## src/rtl/sarlock_key_loader_pkg.sv

```systemverilog
// Shared types and constants for the SARLock key loader: FSM state encoding,
// default key width, fail-counter width and the running-parity helper.
package sarlock_pkg;

  localparam int KEY_W_DEF  = 8;
  localparam int FAIL_CNT_W = 4;

  typedef enum logic [2:0] {
    ST_IDLE  = 3'd0,
    ST_SHIFT = 3'd1,
    ST_CHECK = 3'd2,
    ST_DONE  = 3'd3,
    ST_ERROR = 3'd4,
    ST_FAULT = 3'd5
  } loader_state_t;

  // Fold one more received bit into an even-parity accumulator.
  function automatic logic parity_step(input logic acc, input logic b);
    return acc ^ b;
  endfunction

endpackage

```

## src/rtl/sarlock_key_loader_if.sv

```systemverilog
// Key-provisioning bus: serial bit input side plus the parallel key/status side.
// The loader uses the slave modport; the key source/consumer uses master.
interface sarlock_key_loader_if
  import sarlock_pkg::*;
#(
  parameter int KEY_W = KEY_W_DEF
) ();
  logic                  start_i;
  logic                  bit_valid_i;
  logic                  bit_i;
  logic                  bit_ready_o;
  logic [KEY_W-1:0]      key_o;
  logic                  key_valid_o;
  logic                  busy_o;
  logic                  err_o;
  logic                  fault_o;
  logic [FAIL_CNT_W-1:0] fail_cnt_o;

  modport master (
    output start_i, bit_valid_i, bit_i,
    input  bit_ready_o, key_o, key_valid_o, busy_o, err_o, fault_o, fail_cnt_o
  );

  modport slave (
    input  start_i, bit_valid_i, bit_i,
    output bit_ready_o, key_o, key_valid_o, busy_o, err_o, fault_o, fail_cnt_o
  );
endinterface

```

## src/rtl/sarlock_key_shreg.sv

```systemverilog
// Serial key capture: shift register for the KEY_W key bits, accepted-bit counter
// and running even parity over key bits plus the trailing parity bit.
module sarlock_key_shreg
  import sarlock_pkg::*;
#(
  parameter int KEY_W = KEY_W_DEF
) (
  input  logic             clk,
  input  logic             rst_n,
  input  logic             clr_i,
  input  logic             shift_i,
  input  logic             bit_i,
  output logic             frame_done_o,
  output logic             parity_ok_o,
  output logic [KEY_W-1:0] key_bits_o
);
  localparam int              CNT_W = $clog2(KEY_W + 1);
  localparam logic [CNT_W-1:0] LAST = CNT_W'(KEY_W);

  logic [KEY_W-1:0] shreg_q;
  logic [CNT_W-1:0] cnt_q;
  logic             par_q;

  always_ff @(posedge clk or negedge rst_n) begin
    if (!rst_n) begin
      shreg_q <= '0;
      cnt_q   <= '0;
      par_q   <= 1'b0;
    end else if (clr_i) begin
      shreg_q <= '0;
      cnt_q   <= '0;
      par_q   <= 1'b0;
    end else if (shift_i) begin
      par_q <= parity_step(par_q, bit_i);
      // The parity bit only feeds the accumulator, so the key stays intact.
      if (cnt_q != LAST) begin
        shreg_q <= {shreg_q[KEY_W-2:0], bit_i};
        cnt_q   <= cnt_q + CNT_W'(1);
      end
    end
  end

  assign frame_done_o = shift_i && (cnt_q == LAST);
  assign parity_ok_o  = ~par_q;
  assign key_bits_o   = shreg_q;

endmodule

```

## src/rtl/sarlock_key_loader.sv

```systemverilog
// SARLock key loader: serial key intake, parity check, fail counting and sticky
// lockout. Define SARLOCK_KEY_MASK_EN to descramble the key with MASK on release.
module sarlock_key_loader
  import sarlock_pkg::*;
#(
  parameter int               KEY_W    = KEY_W_DEF,
  parameter int               MAX_FAIL = 3,
  parameter logic [KEY_W-1:0] MASK     = 8'hA5
) (
  input  logic                 clk,
  input  logic                 rst_n,
  sarlock_key_loader_if.slave  key_bus
);
`ifdef SARLOCK_KEY_MASK_EN
  localparam logic [KEY_W-1:0] KEY_MASK = MASK;
`else
  // Feature off: mask folds to zero so the received key passes straight through.
  localparam logic [KEY_W-1:0] KEY_MASK = MASK & {KEY_W{1'b0}};
`endif
  localparam logic [FAIL_CNT_W-1:0] MAX_FAIL_C = FAIL_CNT_W'(MAX_FAIL);

  loader_state_t         state_q;
  logic [KEY_W-1:0]      key_q;
  logic                  key_valid_q;
  logic                  bit_ready_q;
  logic                  busy_q;
  logic                  err_q;
  logic                  fault_q;
  logic [FAIL_CNT_W-1:0] fail_cnt_q;
  logic [FAIL_CNT_W-1:0] fail_cnt_d;

  logic             restart;
  logic             shift_en;
  logic             frame_done;
  logic             parity_ok;
  logic [KEY_W-1:0] key_bits;

  assign restart  = key_bus.start_i && (state_q == ST_IDLE || state_q == ST_SHIFT ||
                                        state_q == ST_DONE || state_q == ST_ERROR);
  assign shift_en = (state_q == ST_SHIFT) && key_bus.bit_valid_i && !key_bus.start_i;

  assign fail_cnt_d = (fail_cnt_q == MAX_FAIL_C) ? fail_cnt_q : fail_cnt_q + FAIL_CNT_W'(1);

  sarlock_key_shreg #(.KEY_W(KEY_W)) u_shreg (
    .clk          (clk),
    .rst_n        (rst_n),
    .clr_i        (restart),
    .shift_i      (shift_en),
    .bit_i        (key_bus.bit_i),
    .frame_done_o (frame_done),
    .parity_ok_o  (parity_ok),
    .key_bits_o   (key_bits)
  );

  always_ff @(posedge clk or negedge rst_n) begin
    if (!rst_n) begin
      state_q     <= ST_IDLE;
      key_q       <= '0;
      key_valid_q <= 1'b0;
      bit_ready_q <= 1'b0;
      busy_q      <= 1'b0;
      err_q       <= 1'b0;
      fault_q     <= 1'b0;
      fail_cnt_q  <= '0;
    end else begin
      unique case (state_q)
        ST_IDLE, ST_DONE, ST_ERROR, ST_SHIFT: begin
          if (key_bus.start_i) begin
            state_q     <= ST_SHIFT;
            key_q       <= '0;
            key_valid_q <= 1'b0;
            err_q       <= 1'b0;
            bit_ready_q <= 1'b1;
            busy_q      <= 1'b1;
          end else if (state_q == ST_SHIFT && frame_done) begin
            state_q     <= ST_CHECK;
            bit_ready_q <= 1'b0;
          end
        end
        ST_CHECK: begin
          busy_q <= 1'b0;
          if (parity_ok) begin
            state_q     <= ST_DONE;
            key_q       <= key_bits ^ KEY_MASK;
            key_valid_q <= 1'b1;
            fail_cnt_q  <= '0;
          end else begin
            err_q      <= 1'b1;
            fail_cnt_q <= fail_cnt_d;
            if (fail_cnt_d == MAX_FAIL_C) begin
              state_q <= ST_FAULT;
              fault_q <= 1'b1;
            end else begin
              state_q <= ST_ERROR;
            end
          end
        end
        ST_FAULT: state_q <= ST_FAULT;
        default:  state_q <= ST_FAULT;
      endcase
    end
  end

  assign key_bus.key_o       = key_q;
  assign key_bus.key_valid_o = key_valid_q;
  assign key_bus.bit_ready_o = bit_ready_q;
  assign key_bus.busy_o      = busy_q;
  assign key_bus.err_o       = err_q;
  assign key_bus.fault_o     = fault_q;
  assign key_bus.fail_cnt_o  = fail_cnt_q;

endmodule

```

## src/flat_wrapper.sv

```systemverilog
// flat-port wrapper written by rule: the top's interface ports become plain ports
module sarlock_key_loader_flat import sarlock_pkg::*;
#(
  parameter int               KEY_W    = KEY_W_DEF,
  parameter int               MAX_FAIL = 3,
  parameter logic [KEY_W-1:0] MASK     = 8'hA5
)
  (clk, rst_n, key_bus_start_i, key_bus_bit_valid_i, key_bus_bit_i, key_bus_bit_ready_o, key_bus_key_o, key_bus_key_valid_o, key_bus_busy_o, key_bus_err_o, key_bus_fault_o, key_bus_fail_cnt_o);
  sarlock_key_loader_if #(.KEY_W(KEY_W)) key_bus_i ();
  input  logic clk;
  input  logic rst_n;
  input wire logic [$bits(key_bus_i.start_i)-1:0] key_bus_start_i;
  input wire logic [$bits(key_bus_i.bit_valid_i)-1:0] key_bus_bit_valid_i;
  input wire logic [$bits(key_bus_i.bit_i)-1:0] key_bus_bit_i;
  output wire logic [$bits(key_bus_i.bit_ready_o)-1:0] key_bus_bit_ready_o;
  output wire logic [$bits(key_bus_i.key_o)-1:0] key_bus_key_o;
  output wire logic [$bits(key_bus_i.key_valid_o)-1:0] key_bus_key_valid_o;
  output wire logic [$bits(key_bus_i.busy_o)-1:0] key_bus_busy_o;
  output wire logic [$bits(key_bus_i.err_o)-1:0] key_bus_err_o;
  output wire logic [$bits(key_bus_i.fault_o)-1:0] key_bus_fault_o;
  output wire logic [$bits(key_bus_i.fail_cnt_o)-1:0] key_bus_fail_cnt_o;
  assign key_bus_i.start_i = key_bus_start_i;
  assign key_bus_i.bit_valid_i = key_bus_bit_valid_i;
  assign key_bus_i.bit_i = key_bus_bit_i;
  assign key_bus_bit_ready_o = key_bus_i.bit_ready_o;
  assign key_bus_key_o = key_bus_i.key_o;
  assign key_bus_key_valid_o = key_bus_i.key_valid_o;
  assign key_bus_busy_o = key_bus_i.busy_o;
  assign key_bus_err_o = key_bus_i.err_o;
  assign key_bus_fault_o = key_bus_i.fault_o;
  assign key_bus_fail_cnt_o = key_bus_i.fail_cnt_o;
  sarlock_key_loader #(.KEY_W(KEY_W), .MAX_FAIL(MAX_FAIL), .MASK(MASK)) u_core (.clk(clk), .rst_n(rst_n), .key_bus(key_bus_i));
endmodule
```

## config.mk

```make
export PLATFORM = sky130hd
export DESIGN_NAME = sarlock_key_loader_flat
export DESIGN_NICKNAME = d
export VERILOG_FILES = /design/src/rtl/sarlock_key_loader_pkg.sv /design/src/rtl/sarlock_key_loader_if.sv /design/src/rtl/sarlock_key_shreg.sv /design/src/rtl/sarlock_key_loader.sv /design/src/flat_wrapper.sv
export SDC_FILE = /design/constraint.sdc
export NUM_CORES = 1
export LEC_CHECK = 0
export CORE_MARGIN = 1
export CORE_UTILIZATION = 35
export CTS_BUF_LIST = sky130_fd_sc_hd__clkbuf_16
export CTS_CLUSTER_DIAMETER = 100
export DETAILED_ROUTE_END_ITERATION = 8
export RECOVER_POWER = 100
export SETUP_SLACK_MARGIN = 0.3
export SYNTH_ARGS = -nofsm -noshare
export SYNTH_HDL_FRONTEND = slang
export SYNTH_SLANG_ARGS = --single-unit
```

## constraint.sdc

```tcl
create_clock -name clk -period 1.9 [get_ports clk]
set_clock_uncertainty 0.15 [all_clocks]
set_input_delay 0.285 -clock clk [delete_from_list [all_inputs] [get_ports clk]]
set_output_delay 0.285 -clock clk [all_outputs]
set_load 0.05 [all_outputs]
```

# Yosys cells after proc, flatten, opt, wreduce, memory -nomap -nowiden
# Index checks and enable logic that the tools add are counted.
# op_classes
n_lt_le_gt_ge,0
n_shift,0
eq_ne,12
mux,27
bitwise_logic,1
n_div,0
add_sub_neg,2
n_reduce_logical,21
multipliers,0
# ops
cell,n
2-to-1 mux 8 bit,5
2-to-1 mux 4 bit,5
case mux 8 bit (2 select lines),1
2-to-1 mux 1 bit,9
2-to-1 mux 3 bit,3
AND reduction 3 bit,3
adder 4 x 1 -> 4 bit (second input constant),2
== test 4 x 2 -> 1 bit (second input constant),2
nonzero test 2 bit,4
== test 3 x 2 -> 1 bit (second input constant),2
!= test 2 bit (second input constant),3
case mux 1 bit (2 select lines),3
case mux 3 bit (2 select lines),1
AND reduction 2 bit,3
logical AND 1 bit,5
== test 4 bit (second input constant),1
!= test 4 bit (second input constant),1
OR reduction 4 bit,1
== test 3 x 1 -> 1 bit (second input constant),1
== test 3 bit (second input constant),1
zero test 3 bit,1
logical OR 1 bit,3
!= test 3 x 2 -> 1 bit (second input constant),1
zero test 1 bit,1
XOR 1 bit,1
# totals
ff_bits,33
ram_bits,0
mem_bits_ro,0
word_cells,74
n_memories,0
latchBits,0

# Depth between registers and ports, before layout
# Gate-level depths: netlist of run 1.
# depth
ltp_word,8
depth_mapped,7

# Hierarchy
# Synthesis of run 1 repeated with hierarchy kept, for this count alone.
# hier_totals
cells_unflattened,146
area_unflattened_um2,1622.8
# modules_own_cells
mod,instances,cells_per_inst,area_each_um2
sarlock_key_loader,1,90,989.7
sarlock_key_shreg,1,56,633.1

# Worst setup path after synthesis of run 1
# No wires, ideal clock.
# synth_path
path_kind,register to register
startpoint,register u_core.fail_cnt_q[0] (netlist: u_core.key_bus.fail_cnt_o[0])
endpoint,register u_core.state_q[0]
required_time_ns,1.656
stages_incl_launch_ff,6
path_slack_ns,0.043
setup_time_ns,0.094
arrival_time_ns,1.613
period_less_slack_ns,1.857
path_cell_list,dfrtp_1 ha_1 nor2b_1 nand3_1 a21o_1 a211oi_1
# synth_between
elab_chain_cells,6
word_cells_on_any_way,7
classes_between,add/sub: 1; eq/ne: 2; mux: 4
# synth_lines
element,line,rtl
from (decl),sarlock_key_loader.sv:29,logic [FAIL_CNT_W-1:0] fail_cnt_q;
from (signal assigned),sarlock_key_loader.sv:89,fail_cnt_q <= fail_cnt_d;
adder 4 x 1 -> 4 bit or == test 4 x 2 -> 1 bit (tied branches),sarlock_key_loader.sv:42,assign fail_cnt_d = (fail_cnt_q == MAX_FAIL_C) ? fail_cnt_q : fail_cnt_q + FAIL_CNT_W'(1);
2-to-1 mux 4 bit (*),sarlock_key_loader.sv:42,
== test 4 x 2 -> 1 bit (*),sarlock_key_loader.sv:90,if (fail_cnt_d == MAX_FAIL_C) begin
2-to-1 mux 1 bit (*),sarlock_key_loader.sv:90,
2-to-1 mux 3 bit (*),sarlock_key_loader.sv:82,if (parity_ok) begin
case mux 3 bit (2 select lines) (*),sarlock_key_loader.sv:66,unique case (state_q)
to (signal assigned),sarlock_key_loader.sv:69,state_q <= ST_SHIFT;
to (signal assigned),sarlock_key_loader.sv:83,state_q <= ST_DONE;
to (signal assigned),sarlock_key_loader.sv:91,state_q <= ST_FAULT;
to (decl),sarlock_key_loader.sv:22,loader_state_t state_q;
# Mark *: on every way between the ends. The rest lies on a longest branch, timed or not.
# A chain may end at the register's enable or synchronous reset.

# Worst setup path in the final report of run 1
# layout_path
startpoint,register u_core.state_q[1]
endpoint,register u_core.u_shreg.cnt_q[2]
# layout_between
elab_chain_cells,7
word_cells_on_any_way,14
classes_between,eq/ne: 3; mux: 1; reduce/logical: 10
# layout_lines
element,line,rtl
from (signal assigned),sarlock_key_loader.sv:57,state_q <= ST_IDLE;
from (signal assigned),sarlock_key_loader.sv:69,
from (signal assigned),sarlock_key_loader.sv:76,state_q <= ST_CHECK;
== test 3 x 1 -> 1 bit or zero test 3 bit (tied branches),"sarlock_key_loader.sv:38, sarlock_key_loader.sv:40",
logical OR 1 bit (2 in series),sarlock_key_loader.sv:38,assign restart = key_bus.start_i && (state_q == ST_IDLE || state_q == ST_SHIFT ||
logical OR 1 bit,sarlock_key_loader.sv:39,state_q == ST_DONE || state_q == ST_ERROR);
logical AND 1 bit,sarlock_key_loader.sv:38,
nonzero test 2 bit (no line),--,
AND reduction 2 bit (no line),--,
to (signal assigned),sarlock_key_shreg.sv:38,cnt_q <= cnt_q + CNT_W'(1);
to (decl),sarlock_key_shreg.sv:21,logic [CNT_W-1:0] cnt_q;
# Parallel ways exist; a longest one is shown, timed or not.

==> results.sh, run 1 <==
export IMPL_clk_pin_slew_ns=0.05
export IMPL_placed_cell_area_mm2=0.00179
export IMPL_path_class="flop to flop"
export IMPL_viasPerCell=5.14
export IMPL_ys_warnings_count=0
export IMPL_synthAdderAreaFrac_pct=2.50
export IMPL_yosysUniqueCellTypes=34
export IMPL_critPathLaunchType="flop"
export IMPL_cp_top_family="simple AND/OR/NAND/NOR gates"
export IMPL_clock_latency_ns=0.28
export IMPL_synth_cells=145
export IMPL_wirelength_mm=3.54
export IMPL_cts_hold_buf=0
export IMPL_ys_seq_area_share_pct=55.0
export IMPL_final_common_cell="nand2_1"
export IMPL_startpoint="u_core.state_q[1]$_DFFE_PN0P_"
export IMPL_drive_above_1_share_pct=17.7
export IMPL_synth_top_family_by_area="simple AND/OR/NAND/NOR gates"
export IMPL_setup_viol=0
export IMPL_grt_ovfl_total=0
export IMPL_synth_top_area_share_pct=55.0
export IMPL_final_cell_mix="31 x nand2_1, 30 x dfrtp_1, 17 x clkbuf_1"
export IMPL_grt_first_pass_wirelength_mm=5.70
export IMPL_clock_sinks=33
export IMPL_drcViolationCount=0
export IMPL_postSynthAreaPerCell_um2=10.4
export IMPL_status="finished clean"
export IMPL_yosys_area_top_type="dfrtp_1"
export IMPL_design_core_area_mm2=0.00406
export IMPL_holdWs_ns=0.330
export IMPL_p_per_area_mw_per_mm2=916
export IMPL_crit_fanout=10
export IMPL_path_cells="nor4b_4, and3_1, buf_12, nand2_1, mux2i_1"
export IMPL_synthSimpleGateAreaFrac_pct=19.5
export IMPL_dr_pass1_iters=4
export IMPL_grt_max_degree=34
export IMPL_gp_congestion=0.729
export IMPL_n_antenna_cell=0
export IMPL_synth_xor_area_share_pct=1.75
export IMPL_muxShareOfSynthArea_pct=0.667
export IMPL_worstMarginPinSlew_ns=0.833
export IMPL_finalCritPeriodShare_pct=86.4
export IMPL_rsz0062_at_grt="true"
export IMPL_slew_violations=0
export IMPL_wl_per_cell_um=15.0
export IMPL_drtIter0Drc=68
export IMPL_cpPeakStageDelay_ns=0.43
export IMPL_nets=193
export IMPL_fp_dieH_um=67.5
export IMPL_hp_start="u_core.key_bus.key_valid_o$_DFFE_PN0P_"
export IMPL_num_vias=1212
export IMPL_cp_slowest_cell="dfrtp_2"
export IMPL_arrival_ns=1.65
export IMPL_relSlewSlack_pct=44.5
export IMPL_endpoint_kind="flop"
export IMPL_crit_required_ns=1.90
export IMPL_hold_viol=0
export IMPL_mappedNetlistNets=153
export IMPL_max_freq_mhz=609
export IMPL_path_buf_inv=1
export IMPL_initial_core_util_pct=37.0
export IMPL_grt_pass1_vias=1238
export IMPL_ios=22
export IMPL_maxCapViolCount=0
export IMPL_p_leak_uw=0.000903
export IMPL_syn_to_final_growth_pct=30.7
export IMPL_synth_compound_area_share_pct=16.7
export IMPL_postRouteAntennaNets=0
export IMPL_antenna_found_initial=0
export IMPL_rows=23
export IMPL_syn_cell_area_mm2=0.00150
export IMPL_vdd_drop_max_v=0.000444
export IMPL_dp_hpwl_mm=2.32
export IMPL_cts_root_buf="clkbuf_16"
export IMPL_ys_ff_latch=33
export IMPL_die_x_um=67.5
export IMPL_cts_tree="done"
export IMPL_grt_usage_pct=17.2
export IMPL_portBuffers=21
export IMPL_hold_class="flop to flop"
export IMPL_cts_buffer_depth=2
export IMPL_synth_area_top_cells="dfrtp_1 55%, nand2_1 7.5%, a22o_1 5.2%"
export IMPL_timing_rr_start="u_core.state_q[1]$_DFFE_PN0P_"
export IMPL_die_area_mm2=0.00456
export IMPL_min_period_ns=1.64
export IMPL_ctsHtreeMaxLevel=2
export IMPL_numCtsBuffers=5
export IMPL_finalInstanceArea_mm2=0.00196
## synth_stat cells
library cell / number
dfrtp_1: 33
nor2b_1: 2
a22o_1: 9
nor4b_4: 1
clkbuf_1: 1
nor3_4: 1
o21ai_0: 15
nand2_1: 30
nor2_2: 1
a22oi_1: 1
xnor2_1: 2
nand2_2: 1
nand2b_1: 3
o211ai_1: 1
a21bo_2: 1
a21o_1: 2
o31ai_1: 1
and3_1: 2
buf_6: 2
a21oi_1: 1
buf_2: 2
inv_1: 6
o22a_1: 1
nor3_1: 1
nand4b_1: 1
nor2_1: 8
xor2_1: 1
a211oi_1: 1
o21bai_1: 1
nand3b_1: 2
nand3_1: 5
a32o_1: 2
ha_1: 3
mux2i_1: 1
## path summary, 6_finish.rpt
path | end | slack [ns] | cells past startpoint
worst max-delay path | u_core.u_shreg.cnt_q[2]$_DFFE_PN0P_ | 0.26 | 5
worst min-delay path | u_core.key_bus.key_valid_o$_DFFE_PN0P_ | 0.33 | 1
worst max register to register | u_core.u_shreg.cnt_q[2]$_DFFE_PN0P_ | 0.26 | 5
worst min register to register | u_core.key_bus.key_valid_o$_DFFE_PN0P_ | 0.33 | 1
max in group asynchronous | u_core.state_q[1]$_DFFE_PN0P_ | 0.54 | 2
min in group asynchronous | u_core.key_bus.key_o[4]$_DFFE_PN0P_ | 0.48 | 2
## per-stage QoR
step                      setup TNS (ns)  cells  util (%)  total power [µW]  setup slack (ns)
final                                  0    236      48.4              1800             0.258
after global placement                 0    219      44.0               883           0.00520
after CTS                              0    231      49.2              1800             0.319
after global routing                   0    236      48.4              1860             0.174
after floorplan                        0    145         -               833             0.314
after detailed placement         -0.0606    219      44.0               890           -0.0173
## cell families after synthesis
logic type / count (synthesis)
muxes: 1
DFF: 33
AOI/OAI and AO/OA: 36
adders and majority gates: 3
buffers and inverters: 11
xor gates and xnor gates: 3
and+or+nand+nor: 58
## worst register-to-register path: stages (launching register included)
cell,delay [ns]
dfrtp_2,0.43
nor4b_4,0.30
and3_1,0.31
buf_12,0.15
nand2_1,0.06
mux2i_1,0.12
## report_power, final
group	internal, µW	total (µW)	switching (µW)	leakage (µW)
Combinational	64.9	147	82.2	0.000385
Sequential	725	752	26.6	0.000436
Clock	609	897	289	0.0000826
## routing by layer
metal	part of all wire [%]	track usage, %	up-vias
met5	0	0	-
met4	1.0	10.1	0
met3	3.5	3.72	4
met2	49	27.6	24
met1	46	21.1	604
li1	-	-	580
## sequential cells by signal (all words and copies together), names as in the netlist
name                        flops
u_core.key_bus.bit_ready_o      1
u_core.key_bus.busy_o           1
u_core.key_bus.err_o            1
u_core.key_bus.fail_cnt_o       4
u_core.key_bus.fault_o          1
u_core.key_bus.key_o            8
u_core.key_bus.key_valid_o      1
u_core.state_q                  3
u_core.u_shreg.cnt_q            4
u_core.u_shreg.key_bits_o       8
u_core.u_shreg.par_q            1
## cell type report
| type | count | area [µm²] |
|---|---|---|
| Clock inverter | 3 | 37.5 |
| Tap cell | 50 | 62.6 |
| Inverter | 6 | 22.5 |
| Clock buffer | 5 | 125 |
| Timing Repair Buffer | 38 | 255 |
| Fill cell | 393 | 2100 |
| Multi-Input combinational cell | 101 | 629 |
| Sequential cell | 33 | 830 |
## repair_timing
action / in CTS / in global routing
pin swaps: 2 / 2
setup endpoints to repair: 14 / 18
gates resized for setup: 8 / 6
cloned: 0 / 1
setup buffers: 4 / 4
(Power assumes the default switching activity.)
==> run 2: changes to the inputs <==
--- a/config.mk
+++ b/config.mk
@@ -5,6 +5,7 @@
 export SDC_FILE = /design/constraint.sdc
 export NUM_CORES = 1
 export LEC_CHECK = 0
+export CORE_ASPECT_RATIO = 1.5
 export CORE_MARGIN = 1
 export CORE_UTILIZATION = 35
 export CTS_BUF_LIST = sky130_fd_sc_hd__clkbuf_16
==> run 2 against run 1 <==
  * Worst setup slack better by 0.0029 ns
  * Maximum frequency increased by 0.18%
  * Register-to-register slack better by 0.02 ns
  * Critical path depth shrank 4
  * Final area shrank 3.8%
  * Wire length shrank 13%
  * Sequential power about the same
  * Largest power group unchanged
  * Highest routed layer unchanged
==> results.sh, run 2 (synthesis results as in run 1) <==
export IMPL_status="finished clean"
export IMPL_maxCapViolCount=0
export IMPL_clk_pin_slew_ns=0.05
export IMPL_placed_cell_area_mm2=0.00177
export IMPL_wl_met1_mm=1.27
export IMPL_final_cell_mix="31 x nand2_1, 31 x dfrtp_1, 17 x clkbuf_1"
export IMPL_crit_fanout=8
export IMPL_min_period_ns=1.64
export IMPL_clock_latency_ns=0.27
export IMPL_finalInstanceArea_mm2=0.00189
export IMPL_wl_per_cell_um=13.7
export IMPL_cts_buffer_depth=2
export IMPL_ios=22
export IMPL_die_area_mm2=0.00456
export IMPL_slew_violations=0
export IMPL_endpoint_kind="primary output"
export IMPL_wirelength_mm=3.10
export IMPL_n_antenna_cell=0
export IMPL_arrival_ns=1.20
export IMPL_postRouteAntennaNets=0
export IMPL_wl_met2_mm=1.67
export IMPL_max_freq_mhz=610
export IMPL_wl_met3_um=145
export IMPL_p_per_area_mw_per_mm2=880
export IMPL_rows=28
export IMPL_ctsHtreeMaxLevel=2
export IMPL_viasPerCell=5.16
export IMPL_finalCritPeriodShare_pct=86.3
export IMPL_worstMarginPinSlew_ns=0.815
export IMPL_relSlewSlack_pct=45.7
export IMPL_gp_congestion=0.797
export IMPL_nets=188
export IMPL_cp_slowest_cell="clkbuf_1"
export IMPL_vdd_drop_max_v=0.000861
export IMPL_drive_above_1_share_pct=16.6
export IMPL_path_class="flop to primary output"
export IMPL_grt_pass1_vias=1204
export IMPL_highest_layer="met4"
export IMPL_initial_core_util_pct=37.3
export IMPL_die_x_um=55.5
export IMPL_grt_max_degree=34
export IMPL_cp_top_family="buffers and inverters"
export IMPL_path_buf_inv=1
export IMPL_cts_tree="done"
export IMPL_drcViolationCount=0
export IMPL_fp_dieH_um=82.2
export IMPL_holdWs_ns=0.325
export IMPL_numCtsBuffers=5
export IMPL_syn_to_final_growth_pct=25.7
export IMPL_cpPeakStageDelay_ns=0.50
export IMPL_dr_pass1_iters=5
export IMPL_design_core_area_mm2=0.00403
export IMPL_grt_usage_pct=15.2
export IMPL_antenna_found_initial=0
export IMPL_path_cells="clkbuf_1"
export IMPL_cts_hold_buf=0
export IMPL_fin_tns_setup_ns=0
export IMPL_cts_root_buf="clkbuf_16"
export IMPL_dp_hpwl_mm=2.24
export IMPL_hold_viol=0
export IMPL_critPathLaunchType="flop"
export IMPL_setup_viol=0
export IMPL_clock_sinks=33
export IMPL_crit_required_ns=1.46
export IMPL_portBuffers=21
export IMPL_drtIter0Drc=27
export IMPL_grt_ovfl_total=0
export IMPL_p_leak_uw=0.000860
export IMPL_num_vias=1167
export IMPL_rsz0062_at_grt="true"
export IMPL_grt_first_pass_wirelength_mm=5.37
export IMPL_hold_class="flop to flop"
[run 2: report_power, final]
part	total, µW	switching [µW]	leakage [µW]	internal, µW
clock network	766	286	0.0000696	479
logic	144	78.7	0.000354	65.6
registers	751	25.9	0.000437	725
total	1660	391	0.000860	1270
[run 2: final cells by class]
type	count	area [µm²]
Fill cell	402	2140
Sequential cell	33	828
Multi-Input combinational cell	101	637
Timing Repair Buffer	33	201
Clock buffer	5	125
Tap cell	45	56.3
Inverter	6	22.5
Clock inverter	3	17.5
[run 2: routing by layer]
metal / up-vias / global-route usage [%]
met5: - / 0
li1: 568 / -
met4: 0 / 4.50
met2: 35 / 28.6
met1: 562 / 16.4
met3: 2 / 4.83
[run 2: worst paths after layout]
kind	slack (ns)	cells past startpoint	from	endpoint
min	0.32	2	u_core.key_bus.busy_o$_DFFE_PN0P_	u_core.key_bus.busy_o$_DFFE_PN0P_
max in group asynchronous	0.55	2	rst_n	u_core.key_bus.fail_cnt_o[1]$_DFFE_PN0P_
min in group asynchronous	0.49	2	rst_n	u_core.key_bus.key_o[7]$_DFFE_PN0P_
min reg2reg	0.32	2	u_core.key_bus.busy_o$_DFFE_PN0P_	u_core.key_bus.busy_o$_DFFE_PN0P_
max reg2reg	0.28	4	u_core.state_q[1]$_DFFE_PN0P_	u_core.key_bus.fail_cnt_o[1]$_DFFE_PN0P_
max	0.26	1	u_core.key_bus.fail_cnt_o[0]$_DFFE_PN0P_	key_bus_fail_cnt_o[0]
[run 2: what timing repair did]
item / in CTS / in global routing
setup buffers: 1 / 3
gates resized for setup: 2 / 10
setup endpoints to repair: 10 / 23
pin swaps: 1 / 3
gates cloned: 0 / 0
[run 2: metrics by stage]
stage	power [µW]	util [%]	worst slack, ns	std cells
after CTS	1660	47.6	0.313	223
final	1660	46.9	0.261	226
after detailed placement	883	43.9	0.0151	214
after global placement	879	43.9	0.00798	214
after global routing	1730	46.9	0.151	226
after floorplan	833	-	0.314	145
